File: src/rtl/blackbox_prober.sv
// blackbox_prober: sweeps all eight {j,v,f} input vectors of a 3-input
// combinational black box. Each vector is held for SETTLE cycles, and l_in
// is captured on the last cycle of that window. The result is a truth table,
// its population count, and a compare against an expected table.
//
// Ports:
//   clock        rising-edge clock
//   reset        synchronous, active-high
//   start        begin a sweep (sampled in IDLE/DONE only)
//   expected     reference truth table, bit i = expected l for {j,v,f} = i
//   l_in         black-box output under test
//   j, v, f      black-box drive, {j,v,f} = current vector index
//   busy         sweep in progress
//   done         results valid
//   truth_table  captured table, bit i = l_in sampled for index i
//                ("table" is a reserved word, so the port is named truth_table)
//   ones         population count of truth_table (0..8)
//   match        truth_table == expected, valid while done
module blackbox_prober #(
    parameter int unsigned SETTLE = 1
) (
    input  logic       clock,
    input  logic       reset,
    input  logic       start,
    input  logic [7:0] expected,
    input  logic       l_in,
    output logic       j,
    output logic       v,
    output logic       f,
    output logic       busy,
    output logic       done,
    output logic [7:0] truth_table,
    output logic [3:0] ones,
    output logic       match
);

    localparam int unsigned CNT_W = 4;
    localparam int unsigned IDX_W = 3;
    localparam logic [CNT_W-1:0] RELOAD = CNT_W'(SETTLE - 1);
    localparam logic [IDX_W-1:0] LAST_IDX = IDX_W'(7);

    typedef enum logic [1:0] {
        S_IDLE = 2'd0,
        S_RUN  = 2'd1,
        S_DONE = 2'd2
    } state_t;

    state_t           state_q, state_d;
    logic [IDX_W-1:0] idx_q, idx_d;
    logic [CNT_W-1:0] cnt_q, cnt_d;
    logic [7:0]       tbl_q, tbl_d;
    logic [3:0]       ones_q, ones_d;
    logic             busy_q, busy_d;
    logic             done_q, done_d;
    logic             match_q, match_d;

    // State and datapath registers
    always_ff @(posedge clock) begin
        if (reset) begin
            state_q <= S_IDLE;
            idx_q   <= '0;
            cnt_q   <= '0;
            tbl_q   <= '0;
            ones_q  <= '0;
            busy_q  <= 1'b0;
            done_q  <= 1'b0;
            match_q <= 1'b0;
        end else begin
            state_q <= state_d;
            idx_q   <= idx_d;
            cnt_q   <= cnt_d;
            tbl_q   <= tbl_d;
            ones_q  <= ones_d;
            busy_q  <= busy_d;
            done_q  <= done_d;
            match_q <= match_d;
        end
    end

    // Next-state and datapath update
    always_comb begin
        state_d = state_q;
        idx_d   = idx_q;
        cnt_d   = cnt_q;
        tbl_d   = tbl_q;
        ones_d  = ones_q;
        busy_d  = busy_q;
        done_d  = done_q;
        match_d = match_q;

        case (state_q)
            S_IDLE, S_DONE: begin
                if (start) begin
                    state_d = S_RUN;
                    idx_d   = '0;
                    cnt_d   = RELOAD;
                    tbl_d   = '0;
                    ones_d  = '0;
                    busy_d  = 1'b1;
                    done_d  = 1'b0;
                    match_d = 1'b0;
                end
            end
            S_RUN: begin
                if (cnt_q != '0) begin
                    cnt_d = cnt_q - CNT_W'(1);
                end else begin
                    // Capture edge for the current vector
                    tbl_d[idx_q] = l_in;
                    ones_d       = ones_q + 4'(l_in);
                    if (idx_q != LAST_IDX) begin
                        idx_d = idx_q + IDX_W'(1);
                        cnt_d = RELOAD;
                    end else begin
                        state_d = S_DONE;
                        idx_d   = '0;
                        busy_d  = 1'b0;
                        done_d  = 1'b1;
                        // Compare uses the table including this final capture
                        match_d = (tbl_d == expected);
                    end
                end
            end
            default: begin
                state_d = S_IDLE;
            end
        endcase
    end

    assign {j, v, f}   = idx_q;
    assign busy        = busy_q;
    assign done        = done_q;
    assign truth_table = tbl_q;
    assign ones        = ones_q;
    assign match       = match_q;

endmodule

File: config.mk
export PLATFORM = sky130hd
export DESIGN_NAME = blackbox_prober
export DESIGN_NICKNAME = d
export VERILOG_FILES = /design/src/rtl/blackbox_prober.sv
export SDC_FILE = /design/constraint.sdc
export NUM_CORES = 1
export LEC_CHECK = 0
export ABC_AREA = 0
export CORE_ASPECT_RATIO = 1.25
export CORE_MARGIN = 5
export CORE_UTILIZATION = 45
export CTS_BUF_LIST = sky130_fd_sc_hd__clkbuf_4 sky130_fd_sc_hd__clkbuf_8 sky130_fd_sc_hd__clkbuf_16
export DETAILED_ROUTE_END_ITERATION = 10
export PLACE_DENSITY = 0.75
export SLEW_MARGIN = 15
export SYNTH_ARGS = -nofsm -noshare
export SYNTH_HDL_FRONTEND = slang
export SYNTH_SLANG_ARGS = --single-unit
File: constraint.sdc
create_clock -name clock -period 1.6 [get_ports clock]
set_input_delay 0.4 -clock clock [delete_from_list [all_inputs] [get_ports clock]]
set_output_delay 0.4 -clock clock [all_outputs]
set_load 0.02 [all_outputs]
# Word level (Yosys, flattened, before mapping)
# Cells that the tools add are included.
# op_classes
reduce_logical	9
n_mux	31
eq_ne	8
magnitude_cmp	2
add_sub_neg	3
# op_table
op	n
two-way mux 4 bit	4
two-way mux 8 bit	2
one-hot mux 4 bit (2 select lines)	2
one-hot mux 8 bit (2 select lines)	1
two-way mux 1 bit	9
two-way mux 3 bit	3
AND reduction 3 bit	3
bitwise mux 8 bit	1
equality test 8 bit	1
two-way mux 2 bit	3
!= test 2 bit, second input constant	3
!= test 3 bit, second input constant	2
one-hot mux 1 bit (2 select lines)	3
one-hot mux 3 bit (2 select lines)	1
adder 4 x 1 -> 4 bit	1
< comparator 3 x 4 -> 1 bit, second input constant	1
one-hot mux 2 bit (2 select lines)	1
AND reduction 4 bit	1
nonzero test 4 bit	1
subtractor 4 x 1 -> 4 bit, second input constant	1
adder 3 x 1 -> 3 bit, second input constant	1
demux 1 bit (select 3 bit)	1
greater-or-equal comparator 3 x 1 -> 1 bit, second input constant	1
equality test 2 x 1 -> 1 bit, second input constant	1
5 further kinds	5
# totals
reg_bits	24
out_inout_bits	18
wordCells	61
input_bits	12

# Longest topological paths before layout
# depth
depth_word	9
depth_mapped	8
ltp_nobuf	7

# Worst setup path before layout
# No wires, ideal clock.
# synth_timing
path_type	flip-flop to flip-flop
from	register idx_q[0]
to	register cnt_q[2]
required_ps	1479
period_less_slack_ps	1662
n_path_buf	0
setup_slack_ps	-62
arrival_time_ps	1541
path_stages_with_launch	8
setup_time_ps	121
cell_sequence	dfxtp_1 > ha_1 > ha_1 > nor4bb_1 > o21a_1 > nor2b_1 > xnor2_1 > nor2_1
# synth_between
elab_chain_len	3
# synth_lines
element	line	source
start: declaration	49	logic [IDX_W-1:0] idx_q, idx_d;
start signal: assignment	70	idx_q <= idx_d;
!= test 3 bit	111	if (idx_q != LAST_IDX) begin
!= test 3 bit (no line)	-	
AND reduction 3 bit (no line)	-	
end signal: assignment	71	cnt_q <= cnt_d;
end: declaration	50	logic [CNT_W-1:0] cnt_q, cnt_d;
# Every way passes these cells.
# A chain may end at the register's enable or synchronous reset.

# Worst setup path after layout
# layout_timing
from	register cnt_q[1]
to	register tbl_q[1] (netlist: truth_table[1])
# layout_between
elab_chain_len	3
# layout_lines
element	line	source
nonzero test 4 bit	105	if (cnt_q != '0) begin
!= test 2 bit (no line)	-	
AND reduction 3 bit (no line)	-	
end signal: assignment	72	tbl_q <= tbl_d;
end: declaration	51	logic [7:0] tbl_q, tbl_d;
# Every way passes these cells.

==> results.ini <==
[status]
status = complete, but fails checks
violations = negative setup slack

[sta]
postLayoutSetupSlackWorst_ns = -0.0675
maxSlewViolCount = 0
hold_ws_ns = 0.467
fmax_ghz = 0.600
hold_violations = 0
worstMarginPinSlew_ns = 0.324
finClkSkew_ns = 0.0106
rsz0062_at_grt = yes
maxSlewHeadroom = 0.784
timing.final.crit_share = 1.04
setup_viol_count_final = 8
period_needed_ns = 1.67

[worst_setup_path]
critPathCapture = truth_table[1]$_SDFFE_PP0P_
critPathKind = register to register
timing.reg2reg.setup_slack_ns = -0.07
startpoint = cnt_q[1]$_SDFFE_PP0P_
r2r_end = truth_table[1]$_SDFFE_PP0P_
crit_arrival_ns = 1.91
crit_path_max_fanout = 7
rr_worst_depth = 8
setup.worst_path.end_class = register
crit_path_start_kind = register
rr_startpoint = cnt_q[1]$_SDFFE_PP0P_
worstPathRequired_ns = 1.84

[global_route]
first_global_vias = 1481
antenna_found_initial = 0
grt_first_pass_wirelength_mm = 6.59
grt_usage = 0.195
grt_max_degree = 15
gr-total-overflow = 0

[floorplan]
ioPinCount = 30
num_rows = 22
die_x_um = 59.8
core-area_um2 = 2970
start_util = 0.469
die_h_um = 72.3
die_area_um2 = 4320

[layout]
multi_input_area_um2 = 975
layout_common_cells = buf_4, dfxtp_1, nor2_1, dlygate4sd2_1
diodes = 0
drive_above_1_share = 0.308
post-route-util = 0.698
postLayoutCellArea_um2 = 2070
fillCellCount = 228
seqCellArea_um2 = 494
final_common_cell = buf_4
area_growth_pct = 48.7
layout.nets = 229

[clock_network]
cts_buffer_depth = 2
numCtsBuffers = 3
cts_max_level = 1
cts_tree = yes
path_clk_slew_ns = 0.14
clk_latency_ns = 0.33
cts_sinks = 24
clock-root-buffer = clkbuf_4

[place]
port_buffers = 29
post-place-ws_ns = -0.273
place_area_um2 = 1900
dp_hpwl_mm = 2.89
place.gp.congestion = 0.874

[pwr]
peakVddDrop_mv = 0.646
power.total_mw = 1.60
power.leakage_nw = 0.867
power_density_nw_per_um2 = 771

[logic_synthesis]
syn_inst = 158
ys_top_cells_by_area = dfxtp_1, nor2_1, ha_1
yosysTopAreaCellShare = 0.344
mappedNetlistNets = 175
yosys_warnings = 0
synth_area_um2 = 1400
avgSynthCellArea_um2 = 8.83
ys_ff_latch = 24
ys_types = 43
ys_seq_area_frac = 0.344
synth_top_area_cell = dfxtp_1

[run]
max_cap_viol_count = 0

[detailed_routing]
antenna_left = 0
wl_per_cell_um = 15.9
wl_mm = 3.93
drtIter0Drc = 43
drt-vias-per-instance = 5.54
vias = 1368
firstDrtPassIters = 4
drc_errors = 0

[hold_path]
min_path_type = register to register

-- how the worst min path moves through the flow --
stage,start,to,depth (start not counted)
floorplan,state_q[1]$_SDFFE_PP0P_,state_q[1]$_SDFFE_PP0P_,2
global placement,done$_SDFFE_PP0P_,done$_SDFFE_PP0P_,2
detailed placement,done$_SDFFE_PP0P_,done$_SDFFE_PP0P_,2
CTS,done$_SDFFE_PP0P_,done$_SDFFE_PP0P_,2
global route,done$_SDFFE_PP0P_,done$_SDFFE_PP0P_,2
finish,done$_SDFFE_PP0P_,done$_SDFFE_PP0P_,2
-- report_power, final --
| part | switching [mW] | total (mW) | internal (mW) | leakage (nW) |
|---|---|---|---|---|
| Clock | 0.193 | 0.447 | 0.254 | 0.0279 |
| Sequential | 0.0330 | 0.653 | 0.620 | 0.198 |
| Combinational | 0.244 | 0.499 | 0.255 | 0.641 |
| Total | 0.470 | 1.60 | 1.13 | 0.867 |
-- flip-flops by register name, summed over array words and instances (netlist names) --
register	count
done	1
match	1
idx_q	3
truth_table	8
ones	4
state_q	2
cnt_q	4
busy	1
-- layer usage --
| layer | track usage | up-vias | part of all wire |
|---|---|---|---|
| met2 | 0.347 | 34 | 0.55 |
| met1 | 0.215 | 652 | 0.38 |
| li1 | - | 672 | - |
| met4 | 0.101 | 0 | 0.024 |
| met3 | 0.0320 | 10 | 0.047 |
| met5 | 0 | - | 0 |
-- Yosys cell counts, drive strengths merged --
master,number
a211oi,1
a21o,1
a21oi,12
a22oi,8
a2bb2oi,1
and2,1
and3,3
and3b,2
buf,6
clkbuf,2
dfxtp,24
ha,5
inv,2
mux2i,5
nand2,5
nand2b,3
nand3,5
nand3b,1
nand4,2
nand4b,1
nor2,20
nor2b,4
nor3,5
nor3b,7
nor4,2
nor4bb,1
o21a,1
o21ai,12
o22ai,1
or3b,1
xnor2,7
xor2,7
-- cells by family (layout without fill, tap and decap cells) --
| family | after synthesis | count (layout) | share of synthesized area |
|---|---|---|---|
| AOI/OAI and AO/OA | 37 | 37 | 0.161 |
| xor gates and xnor gates | 14 | 14 | 0.0879 |
| DFF | 24 | 24 | 0.344 |
| muxes | 5 | 5 | 0.0359 |
| adders and majority gates | 5 | 5 | 0.0448 |
| and+or+nand+nor | 63 | 63 | 0.287 |
| buffers and inverters | 10 | 63 | 0.0386 |
-- critical path, cell delays in order, from the launching register on --
cell,delay [ns]
dfxtp_2,0.35
inv_2,0.06
ha_4,0.13
or3b_4,0.42
o21ai_4,0.25
buf_6,0.14
o21ai_2,0.04
a22oi_1,0.13
nor2_1,0.05
-- through the flow --
step | instances | TNS, ns
after floorplan | 158 | -0.00370
after global placement | 240 | -1.89
after detailed placement | 240 | -2.85
after CTS | 246 | -0.332
after global routing | 247 | -1.46
final | 247 | -0.332
-- repair_timing --
item | CTS | global route
endpoints found under the hold margin | 0 | 0
pin swaps | 7 | 8
setup buffers | 2 | 1
endpoints found under the setup margin | 34 | 21
hold buffers | 0 | 0
resized for setup | 32 | 23
-- layout make-up --
type | count | area share
Clock buffer | 3 | 0.0109
Clock inverter | 1 | 0.0145
Inverter | 2 | 0.00362
Multi-Input combinational cell | 124 | 0.470
Sequential cell | 24 | 0.238
Tap cell | 36 | 0.0217
Timing Repair Buffer | 57 | 0.241
Power figures use the tool's default switching activity.
